**config.mk**
```make
export PLATFORM = sky130hd
export DESIGN_NAME = pa
export DESIGN_NICKNAME = d
export VERILOG_FILES = /design/src/rtl/pa.sv
export SDC_FILE = /design/constraint.sdc
export NUM_CORES = 1
export LEC_CHECK = 0
export BUFFER_PORTS_ARGS = -buffer_cell sky130_fd_sc_hd__buf_2
export CELL_PAD_IN_SITES_DETAIL_PLACEMENT = 1
export CELL_PAD_IN_SITES_GLOBAL_PLACEMENT = 1
export CORE_ASPECT_RATIO = 0.8
export CORE_UTILIZATION = 42
export CTS_BUF_LIST = sky130_fd_sc_hd__clkbuf_4 sky130_fd_sc_hd__clkbuf_8
export DETAILED_ROUTE_END_ITERATION = 7
export PLACE_DENSITY = 0.91
export SLEW_MARGIN = 20
export SYNTH_ARGS = -nofsm -noshare
export SYNTH_HDL_FRONTEND = slang
export SYNTH_SLANG_ARGS = --single-unit
```
**constraint.sdc**
```tcl
create_clock -name clk -period 5.1 [get_ports clk]
set_clock_uncertainty 0.1 [all_clocks]
set_input_delay 0.51 -clock clk [delete_from_list [all_inputs] [get_ports clk]]
set_output_delay 0.51 -clock clk [all_outputs]
set_load 0.01 [all_outputs]
```
**src/rtl/pa.sv**
```systemverilog
// Phase accumulator for the DDFS datapath: adds the tuning word to the phase
// register every clock, wrapping modulo 2^NBIT. The register drives the output.
module pa #(
    parameter int NBIT = 12
) (
    input  logic            clk,
    input  logic            rst_n,
    input  logic [NBIT-1:0] pa_in,
    output logic [NBIT-1:0] pa_out
);

    logic [NBIT-1:0] acc_r;
    logic [NBIT-1:0] sum_s;

    // Next phase: the carry out of the MSB is dropped, so wrap-around is silent.
    always_comb begin
        sum_s = acc_r + pa_in;
    end

    // Phase register, cleared asynchronously and updated on every rising edge.
    always_ff @(posedge clk or negedge rst_n) begin
        if (!rst_n) begin
            acc_r <= {NBIT{1'b0}};
        end else begin
            acc_r <= sum_s;
        end
    end

    assign pa_out = acc_r;

endmodule

```
==> metrics <==
max FFs per register 12; vias per std cell 5.51; CTS tree built; CTS sink count 12; met2 GRT Util 45.7%; TritonRoute pass-1 iters 4; Synth Warn # 0; clock slew at reported path FFs 80 ps; DR iter-0 viols 8; Final Cycle Share 45.8%; relative slew slack 78.4%; vias in the first global route 697; fraction of layout instances using a drive strength above 1 32.7%; Final #Nets 128; initial core utilization 47.0%; synthesized flop and latch total 12; # hold bufs at CTS 1; cell count after synthesis 71; routed len/inst 15.8 um; CP Data Required Time 5170 ps; setup violators final 0; # DRC 0; Pleak 0.480 nW; Routed Antenna Nets 0; P&R area growth vs syn 24.8%; outcome finished clean; clock root cell clkbuf_4; Crit. End Element flip-flop; chip width 50.9 um; H-tree Lvls 1; Final Hold Violating Endpoints 0; hold_ws 363 ps; Clock Latency Late Sink 280 ps; largest net degree at the start of global routing 13; PD cells 702 nW/um2; Row Count 13; critical path peak fanout 3; dpl hpwl 1560 um; area of the die 2090 um2; M3 GR Usage 5.56%; post-CTS setup buffer count 0; Fmax 428 MHz; synthesized area per cell 11.3 um2; startpoint types flip-flop; critical path class reg -> reg; Final GP Congestion 0.756; number of antenna violations at the first check in global routing 0; met1 global-route usage 24.4%; Slew Viols, Final 0; Total Routing Usage GR 22.6%; CTS Buf Count 3; hold crit path type in -> reg; max-cap violations 0; Mapped Nets 97; Post-Synthesis Cell Area 803 um2; ANT cells 0; unrepaired setup endpoints after global routing false; Seq/Total Area, Yosys 37.4%; Buffers on Ports 25; CP arrival 2400 ps; setup TNS 0 ps; Die H 41.1 um; first-pass GRT wire length 3180 um; gr ovfl total 0; IO Count 26; Slew @ Worst Pin 324 ps; total vias in the final route 678; Distinct cells, synth 24; Post-CTS Resized 0; min Tclk post-route 2340 ps; maximum vdd drop 376 uV; GRT busiest layer met2; drt total wl 1940 um; core box area 1710 um2; CTS Buffer Depth 2
==> worst paths after layout <==
path	start	endpoint	slack [ps]	cells past startpoint
min in group asynchronous	rst_n	pa_out[8]	550	2
min reg2reg	pa_out[0]	pa_out[0]	400	1
max	pa_out[0]	pa_out[8]	2760	7
max in group asynchronous	rst_n	pa_out[2]	4130	2
max reg2reg	pa_out[0]	pa_out[8]	2760	7
min	pa_in[0]	pa_out[0]	360	2
==> per-stage QoR <==
stage               util, %  area [um2]  power [W]  setup WS, ps  instances
floorplan                 -         803   0.000498          2750         71
detailed placement     56.0         956   0.000623          2510        118
global placement       56.0         956   0.000597          2570        118
CTS                    58.7        1000   0.000710          2760        123
global route           58.7        1000   0.000766          2670        123
finish                 58.7        1000   0.000703          2760        123
==> worst max-delay path: stages (launching register included) <==
cell and delay (ps):
dfrtp_1 380, ha_1 210, fa_1 430, a211oi_1 330
nor2_1 110, o21a_1 190, o41a_1 320, xor2_1 150
==> report_power, final <==
part           internal [W]  total (W)  switching (W)  leakage (nW)
registers          0.000150   0.000180      0.0000295         0.139
logic              0.000203   0.000447       0.000244         0.320
clock network     0.0000434  0.0000770      0.0000336        0.0210
==> kinds of logic (layout without fill, tap and decap cells) <==
group                      after synthesis  in the layout  share of synthesized area, %
AOI/OAI and AO/OA                       21             21                          21.3
and+or+nand+nor                         16             16                          10.7
adders and majority gates               12             12                          19.6
DFF                                     12             12                          37.4
xor gates and xnor gates                10             10                          10.9
buffers and inverters                    0             30                             0
==> synthesized netlist by cell type <==
master / n / area share [%]
o21ai_0: 2 / 1.2
nand2_1: 1 / 0.47
a41oi_2: 1 / 2.0
o211ai_1: 1 / 0.93
a21o_1: 3 / 2.8
xnor2_1: 6 / 6.5
o41a_1: 1 / 1.4
ha_1: 11 / 17
and2_1: 3 / 2.3
a21boi_1: 1 / 0.93
dfrtp_1: 12 / 37
o21a_1: 2 / 1.9
a2111oi_4: 1 / 3.4
a21oi_2: 1 / 1.1
a21oi_1: 6 / 3.7
fa_1: 1 / 2.5
a211oi_1: 2 / 1.9
nor2_1: 6 / 2.8
and3_4: 1 / 1.4
nand4_1: 1 / 0.78
nand3b_1: 1 / 0.93
xor2_1: 4 / 4.4
nor3_1: 2 / 1.2
and3_1: 1 / 0.78
==> metal layers <==
layer,up-vias,share of wire [%]
met5,-,0
met4,0,0.51
met3,2,4.6
met2,24,53
met1,327,42
li1,325,-
==> layout make-up <==
cell class                      instances  area (um2)
Fill cell                             199         706
Multi-Input combinational cell         59         503
Sequential cell                        12         300
Timing Repair Buffer                   26         135
Clock buffer                            4        36.3
Tap cell                               22        27.5
==> cell usage in the layout (no fill, tap or decap) <==
cell type	count
dfrtp_1	12
o21a_1	2
a2111oi_4	1
xnor2_1	6
ha_1	11
a21oi_1	6
o21ai_0	2
clkbuf_8	1
and3_1	1
a41oi_2	1
o211ai_1	1
a21o_1	3
nand4_1	1
nand2_1	1
a21boi_1	1
dlygate4sd3_1	1
o41a_1	1
a211oi_1	2
nor3_1	2
and2_1	3
fa_1	1
nand3b_1	1
nor2_1	6
xor2_1	4
and3_4	1
clkbuf_4	3
a21oi_2	1
buf_2	25
(Power assumes the default switching activity.)
